===== config.mk =====
export PLATFORM = sky130hd
export DESIGN_NAME = vga_plot_arbiter
export DESIGN_NICKNAME = d
export VERILOG_FILES = /design/src/rtl/vga_pkg.sv /design/src/rtl/rr_arbiter.sv /design/src/rtl/vga_plot_arbiter.sv
export SDC_FILE = /design/constraint.sdc
export NUM_CORES = 1
export LEC_CHECK = 0
export BUFFER_PORTS_ARGS = -buffer_cell sky130_fd_sc_hd__buf_2
export CAP_MARGIN = 15
export CORE_MARGIN = 8
export CORE_UTILIZATION = 45
export CTS_CLUSTER_SIZE = 14
export DETAILED_ROUTE_END_ITERATION = 7
export HOLD_SLACK_MARGIN = 0.15
export PLACE_DENSITY = 0.84
export SETUP_SLACK_MARGIN = 0.3
export SLEW_MARGIN = 20
export SYNTH_ARGS = -nofsm -noshare
export SYNTH_HDL_FRONTEND = slang
export SYNTH_SLANG_ARGS = --single-unit

===== constraint.sdc =====
create_clock -name CLOCK_50 -period 1.8 [get_ports CLOCK_50]
set_input_delay 0.09 -clock CLOCK_50 [delete_from_list [all_inputs] [get_ports CLOCK_50]]
set_output_delay 0.09 -clock CLOCK_50 [all_outputs]
set_load 0.02 [all_outputs]

===== src/rtl/vga_pkg.sv =====
`default_nettype none
// +----------------------------------------------------------------------------+
// | Module   : vga_pkg                                                         |
// | Brief    : Shared widths, default raster size and arbiter state encoding   |
// | Revision : 1.0                                                             |
// +----------------------------------------------------------------------------+
package vga_pkg;
  localparam int X_W       = 9;
  localparam int Y_W       = 8;
  localparam int COLOR_W   = 3;
  localparam int DEF_H_RES = 320;
  localparam int DEF_V_RES = 240;

  typedef enum logic [1:0] {
    IDLE  = 2'd0,
    CLEAR = 2'd1,
    GRANT = 2'd2
  } state_t;
endpackage
`default_nettype wire


===== src/rtl/rr_arbiter.sv =====
`default_nettype none
// +----------------------------------------------------------------------------+
// | Module   : rr_arbiter                                                      |
// | Brief    : Combinational round-robin pick: first request at/after pointer  |
// | Revision : 1.0                                                             |
// +----------------------------------------------------------------------------+
module rr_arbiter #(
  parameter int N     = 4,
  parameter int PTR_W = (N > 1) ? $clog2(N) : 1
) (
  input  logic [N-1:0]     req,
  input  logic [PTR_W-1:0] pointer,
  output logic [N-1:0]     winner,
  output logic [PTR_W-1:0] winner_idx
);
  logic w_found;

  // Upper pass covers pointer..N-1, the second pass wraps to 0..pointer-1.
  always_comb begin
    winner     = '0;
    winner_idx = '0;
    w_found    = 1'b0;
    for (int i = 0; i < N; i++) begin
      if (!w_found && req[i] && (PTR_W'(i) >= pointer)) begin
        w_found    = 1'b1;
        winner[i]  = 1'b1;
        winner_idx = PTR_W'(i);
      end
    end
    for (int i = 0; i < N; i++) begin
      if (!w_found && req[i] && (PTR_W'(i) < pointer)) begin
        w_found    = 1'b1;
        winner[i]  = 1'b1;
        winner_idx = PTR_W'(i);
      end
    end
  end
endmodule
`default_nettype wire


===== src/rtl/vga_plot_arbiter.sv =====
`default_nettype none
// +----------------------------------------------------------------------------+
// | Module   : vga_plot_arbiter                                                |
// | Brief    : Owns the VGA pixel-write port: frame clear, then RR draw bursts |
// | Revision : 1.0                                                             |
// +----------------------------------------------------------------------------+
module vga_plot_arbiter
  import vga_pkg::*;
#(
  parameter int NUM_REQ   = 4,
  parameter int H_RES     = DEF_H_RES,
  parameter int V_RES     = DEF_V_RES,
  parameter int MAX_BURST = 256
) (
  input  logic                       CLOCK_50,
  input  logic                       rstn,
  input  logic                       frame_tick,
  input  logic                       game_display_en,
  input  logic [COLOR_W-1:0]         background_color,
  input  logic [NUM_REQ-1:0]         req,
  input  logic [NUM_REQ-1:0]         pix_valid,
  input  logic [NUM_REQ-1:0]         pix_last,
  input  logic [X_W*NUM_REQ-1:0]     pix_x,
  input  logic [Y_W*NUM_REQ-1:0]     pix_y,
  input  logic [COLOR_W*NUM_REQ-1:0] pix_color,
  output logic [NUM_REQ-1:0]         grant,
  output logic [X_W-1:0]             VGA_X,
  output logic [Y_W-1:0]             VGA_Y,
  output logic [COLOR_W-1:0]         VGA_COLOR,
  output logic                       plot_enable,
  output logic                       clear_busy,
  output logic                       clear_done
);
  localparam int c_ptr_w   = (NUM_REQ > 1) ? $clog2(NUM_REQ) : 1;
  localparam int c_burst_w = (MAX_BURST > 1) ? $clog2(MAX_BURST) : 1;
  localparam logic [X_W-1:0]       c_x_last     = X_W'(H_RES - 1);
  localparam logic [Y_W-1:0]       c_y_last     = Y_W'(V_RES - 1);
  localparam logic [c_burst_w-1:0] c_burst_last = c_burst_w'(MAX_BURST - 1);
  localparam logic [c_ptr_w-1:0]   c_ptr_max    = c_ptr_w'(NUM_REQ - 1);

  state_t               r_state, w_state_nxt;
  logic                 r_pending;
  logic [c_ptr_w-1:0]   r_ptr, r_gidx;
  logic [NUM_REQ-1:0]   r_grant;
  logic [c_burst_w-1:0] r_burst;
  logic [X_W-1:0]       r_x_cnt, r_vga_x;
  logic [Y_W-1:0]       r_y_cnt, r_vga_y;
  logic [COLOR_W-1:0]   r_vga_color;
  logic                 r_plot, r_clear_last, r_clear_done;

  logic                 w_start_clear, w_start_grant, w_accept, w_release, w_sweep_end;
  logic [NUM_REQ-1:0]   w_winner;
  logic [c_ptr_w-1:0]   w_winner_idx;
  logic [X_W-1:0]       w_x   [NUM_REQ];
  logic [Y_W-1:0]       w_y   [NUM_REQ];
  logic [COLOR_W-1:0]   w_col [NUM_REQ];

  generate
    for (genvar gi = 0; gi < NUM_REQ; gi++) begin : g_unpack
      assign w_x[gi]   = pix_x[gi*X_W +: X_W];
      assign w_y[gi]   = pix_y[gi*Y_W +: Y_W];
      assign w_col[gi] = pix_color[gi*COLOR_W +: COLOR_W];
    end
  endgenerate

  rr_arbiter #(
    .N     (NUM_REQ),
    .PTR_W (c_ptr_w)
  ) u_rr (
    .req        (req),
    .pointer    (r_ptr),
    .winner     (w_winner),
    .winner_idx (w_winner_idx)
  );

  always_ff @(posedge CLOCK_50 or negedge rstn) begin
    if (!rstn) r_state <= IDLE;
    else       r_state <= w_state_nxt;
  end

  // Clear outranks every requester; leaving IDLE is the only thing the enable gates.
  always_comb begin
    w_state_nxt   = r_state;
    w_start_clear = 1'b0;
    w_start_grant = 1'b0;
    w_accept      = 1'b0;
    w_release     = 1'b0;
    w_sweep_end   = 1'b0;
    case (r_state)
      IDLE: begin
        if (game_display_en && r_pending) begin
          w_start_clear = 1'b1;
          w_state_nxt   = CLEAR;
        end else if (game_display_en && (|req)) begin
          w_start_grant = 1'b1;
          w_state_nxt   = GRANT;
        end
      end
      CLEAR: begin
        w_sweep_end = (r_x_cnt == c_x_last) && (r_y_cnt == c_y_last);
        if (w_sweep_end) w_state_nxt = IDLE;
      end
      GRANT: begin
        w_accept  = pix_valid[r_gidx];
        w_release = (w_accept && pix_last[r_gidx]) || !req[r_gidx] ||
                    (r_burst == c_burst_last);
        if (w_release) w_state_nxt = IDLE;
      end
      default: w_state_nxt = IDLE;
    endcase
  end

  always_ff @(posedge CLOCK_50 or negedge rstn) begin
    if (!rstn) begin
      r_pending    <= 1'b0;
      r_ptr        <= '0;
      r_gidx       <= '0;
      r_grant      <= '0;
      r_burst      <= '0;
      r_x_cnt      <= '0;
      r_y_cnt      <= '0;
      r_vga_x      <= '0;
      r_vga_y      <= '0;
      r_vga_color  <= '0;
      r_plot       <= 1'b0;
      r_clear_last <= 1'b0;
      r_clear_done <= 1'b0;
    end else begin
      r_clear_last <= w_sweep_end;
      r_clear_done <= r_clear_last;

      if (w_start_clear)                       r_pending <= 1'b0;
      else if (frame_tick && r_state != CLEAR) r_pending <= 1'b1;

      if (w_start_grant) begin
        r_grant <= w_winner;
        r_gidx  <= w_winner_idx;
      end else if (w_release) begin
        r_grant <= '0;
        r_ptr   <= (r_gidx == c_ptr_max) ? '0 : r_gidx + c_ptr_w'(1);
      end

      r_burst <= (r_state == GRANT) ? r_burst + c_burst_w'(1) : '0;

      if (r_state == CLEAR) begin
        if (r_x_cnt == c_x_last) begin
          r_x_cnt <= '0;
          r_y_cnt <= w_sweep_end ? '0 : r_y_cnt + Y_W'(1);
        end else begin
          r_x_cnt <= r_x_cnt + X_W'(1);
        end
      end

      // Every write lands on the adapter one cycle after it is presented.
      r_plot <= 1'b0;
      if (r_state == CLEAR) begin
        r_plot      <= 1'b1;
        r_vga_x     <= r_x_cnt;
        r_vga_y     <= r_y_cnt;
        r_vga_color <= background_color;
      end else if (w_accept) begin
        r_plot      <= 1'b1;
        r_vga_x     <= w_x[r_gidx];
        r_vga_y     <= w_y[r_gidx];
        r_vga_color <= w_col[r_gidx];
      end
    end
  end

  assign grant       = r_grant;
  assign VGA_X       = r_vga_x;
  assign VGA_Y       = r_vga_y;
  assign VGA_COLOR   = r_vga_color;
  assign plot_enable = r_plot;
  assign clear_busy  = (r_state == CLEAR);
  assign clear_done  = r_clear_done;
endmodule
`default_nettype wire


==> summary.md <==
| Metric | Value |
|---|---|
| All-Layer GR Usage | `19.9%` |
| Final period util | `98.5%` |
| Count of cell types in the netlist | `48` |
| Layout cells sized above 1 | `52.2%` |
| Final worst slack | `0.0271 ns` |
| Pre-CTS WS | `0.0307 ns` |
| Clk_lat worst skew | `0.34 ns` |
| Hold Vio Cnt, Final | `0` |
| Antenna diode count | `0` |
| Routability cong. | `0.894` |
| Die ar. | `10700 µm²` |
| TritonCTS clock tree | `built` |
| Worst r2r dst | `r_ptr[0]$_DFFE_PN0P_` |
| Drc violations | `0` |
| Die height | `103 µm` |
| MaxCap Viol Count | `0` |
| Area after DPL | `4310 µm²` |
| Io pins | `126` |
| Slew @ Worst Pin | `0.536 ns` |
| EDFF count, synth | `0` |
| Vias in the first global route | `3606` |
| Crit start category | `flop` |
| Initial core utilization | `45.3%` |
| HPWL after DPL | `7.39 mm` |
| Gate Count Post-Synth | `328` |
| First-pass GRT wire length | `16.4 mm` |
| Final Max Slew Viols | `0` |
| Fmax | `564 MHz` |
| Ys flop type | `dfrtp_1` |
| Top-area cell type share of the netlist area | `43.1%` |
| Reg area | `1480 µm²` |
| CP required | `2.03 ns` |
| Vias per cell | `5.58` |
| CTS sink cnt | `59` |
| Crit. End Element | `flop` |
| Pin count of the biggest net entering global routing | `36` |
| HP Class | `primary input to flop` |
| Die span in x | `103 µm` |
| Area of the multi-input gates | `2060 µm²` |
| First-pass DRT Iterations | `5` |
| ANT nets after route | `0` |
| Area contributors post-synth | `dfrtp_1, mux4_2, nand2_1` |
| Peak fanout along the critical path | `4` |
| Initial DRC Count | `180` |
| Final WL | `11.6 mm` |
| H-Tree Depth | `3` |
| Final instance area | `5230 µm²` |
| Lkg Pwr | `2.40 nW` |
| RSZ-0062 raised after global routing | `yes` |
| Synth area leader | `dfrtp_1` |
| Average wire per standard cell | `18.8 µm` |
| Syn_nets | `431` |
| Hold Startpoint | `req[1]` |
| Crit path arrival time | `2.00 ns` |
| Hold depth | `3` |
| Post-CTS Hold Buffers | `10` |
| CTS Buf Count | `9` |
| Count leader, synth | `dfrtp_1` |
| PwrDens | `1350 nW/µm²` |
| Area grow syn2layout | `52.8%` |
| FFs w/ async S/R, synth | `100%` |
| RR Startpoint | `r_gidx[1]$_DFFE_PN0P_` |
| # fillers | `523` |
| Clock Skew | `0.00553 ns` |
| Syn Std Cell Area | `3420 µm²` |
| Setup Crit Path Kind | `flop to flop` |
| Tot Pwr | `0.00707 W` |
| Final Critical Period | `1.77 ns` |
| Vias after detailed routing | `3431` |
| Core ar. | `7570 µm²` |
| Endpoints failing setup | `0` |
| Hold Worst Slack | `0.146 ns` |
| Fin nets | `611` |
| Clock slew at reported path FFs | `0.07 ns` |
| Most frequent cells after synthesis | `dfrtp_1, nand2_1, nor2_1` |
| Worst VDD drop | `800 µV` |
| Post-Syn Area per Cell | `10.4 µm²` |
| R2R depth | `5` |
| Outcome | `completed` |
| Max clock buf depth | `2` |
| FF+latch count, synth | `59` |
| Row Count | `32` |
| Worst slew margin | `63.8%` |
| CP Launch Point | `r_gidx[1]$_DFFE_PN0P_` |
| R2R Setup Slk | `0.03 ns` |
| Hold worst-path end | `grant[1]$_DFFE_PN0P_` |
| Clock root buffer | `clkbuf_8` |
| Port Buffers | `125` |
| Syn. warnings | `0` |
| Grt ovf | `0` |
| Sequential fraction of the synthesis area | `43.1%` |
| Initial antenna violation count | `0` |
placed cells by master, fill, tap and decap left out, types with 5 or more instances in the layout:
| cell type | n |
|---|---|
| buf_2 | 124 |
| dfrtp_1 | 56 |
| nand2_1 | 43 |
| buf_4 | 34 |
| nor2_1 | 22 |
| mux4_2 | 20 |
| o21ai_1 | 19 |
| mux2i_1 | 18 |
| buf_6 | 13 |
| clkbuf_8 | 10 |
| dlygate4sd3_1 | 10 |
| inv_1 | 9 |
| a21oi_1 | 9 |
| nand3_1 | 8 |
| xnor2_1 | 7 |
| o21ai_0 | 7 |
| nand2_2 | 6 |
| xor2_1 | 5 |
stage by stage:
stage	instances	utilization (%)	setup TNS [ns]
floorplan	328	-	0
global placement	558	56.9	0
detailed placement	558	56.9	0
CTS	606	65.5	0
global route	615	69.1	-0.111
finish	615	69.1	0
state kept, by name, indices dropped and copies added (netlist names):
name / cells
VGA_COLOR: 3
VGA_X: 9
VGA_Y: 8
clear_done: 1
grant: 4
plot_enable: 1
r_burst: 8
r_clear_last: 1
r_gidx: 2
r_pending: 1
r_ptr: 2
r_state: 2
r_x_cnt: 9
r_y_cnt: 8
critical path, stage by stage (launching register included):
cell	delay (ns)
dfrtp_1	0.43
mux2_4	0.35
a221oi_4	0.25
a311oi_2	0.09
o21ba_4	0.24
mux2_4	0.29
report_power, final:
part	internal [W]	switching, W	leakage (nW)
sequential	0.00168	0.000381	0.782
combinational	0.00175	0.00177	1.50
clock	0.000953	0.000536	0.123
total	0.00438	0.00269	2.40
cell families after synthesis:
group	synth area share (%)
AO/OA/AOI/OAI	13.0
XOR/XNOR	3.07
adder cells (fa/ha/maj)	1.46
buffers and inverters	4.06
flip-flops	43.1
multiplexers	19.7
AND/OR/NAND/NOR	15.6
what timing repair did:
action                                 4_1_cts  5_1_grt
gates cloned                                 1        1
gates resized for setup                     28       44
pin swaps                                   10       14
endpoints found under the hold margin       70        1
setup endpoints to repair                   45       47
setup buffers                               21        8
worst max-delay path by stage:
stage / to / slack [ns] / cells past startpoint
after global routing: VGA_COLOR[1]$_DFFE_PN0P_ / -0.03 / 6
after CTS: r_ptr[0]$_DFFE_PN0P_ / 0.08 / 5
after floorplan: r_ptr[0]$_DFFE_PN0P_ / 0.08 / 6
final: r_ptr[0]$_DFFE_PN0P_ / 0.03 / 5
after detailed placement: r_ptr[0]$_DFFE_PN0P_ / 0.03 / 6
after global placement: r_ptr[0]$_DFFE_PN0P_ / 0.07 / 6
final cells by class:
class	count	share of cell area, %
Timing Repair Buffer	189	24.6
Clock inverter	5	1.91
Multi-Input combinational cell	239	39.3
Sequential cell	59	28.3
Inverter	10	0.765
Clock buffer	11	2.70
Tap cell	102	2.44
metal layers:
metal	up-vias	track usage, %	wire length, µm
li1	1539	-	-
met1	1701	20.8	4060
met5	-	0	0
met2	163	36.5	6270
met3	28	7.03	961
met4	0	6.23	264
Note: power is estimated with default switching activity, not from simulation.
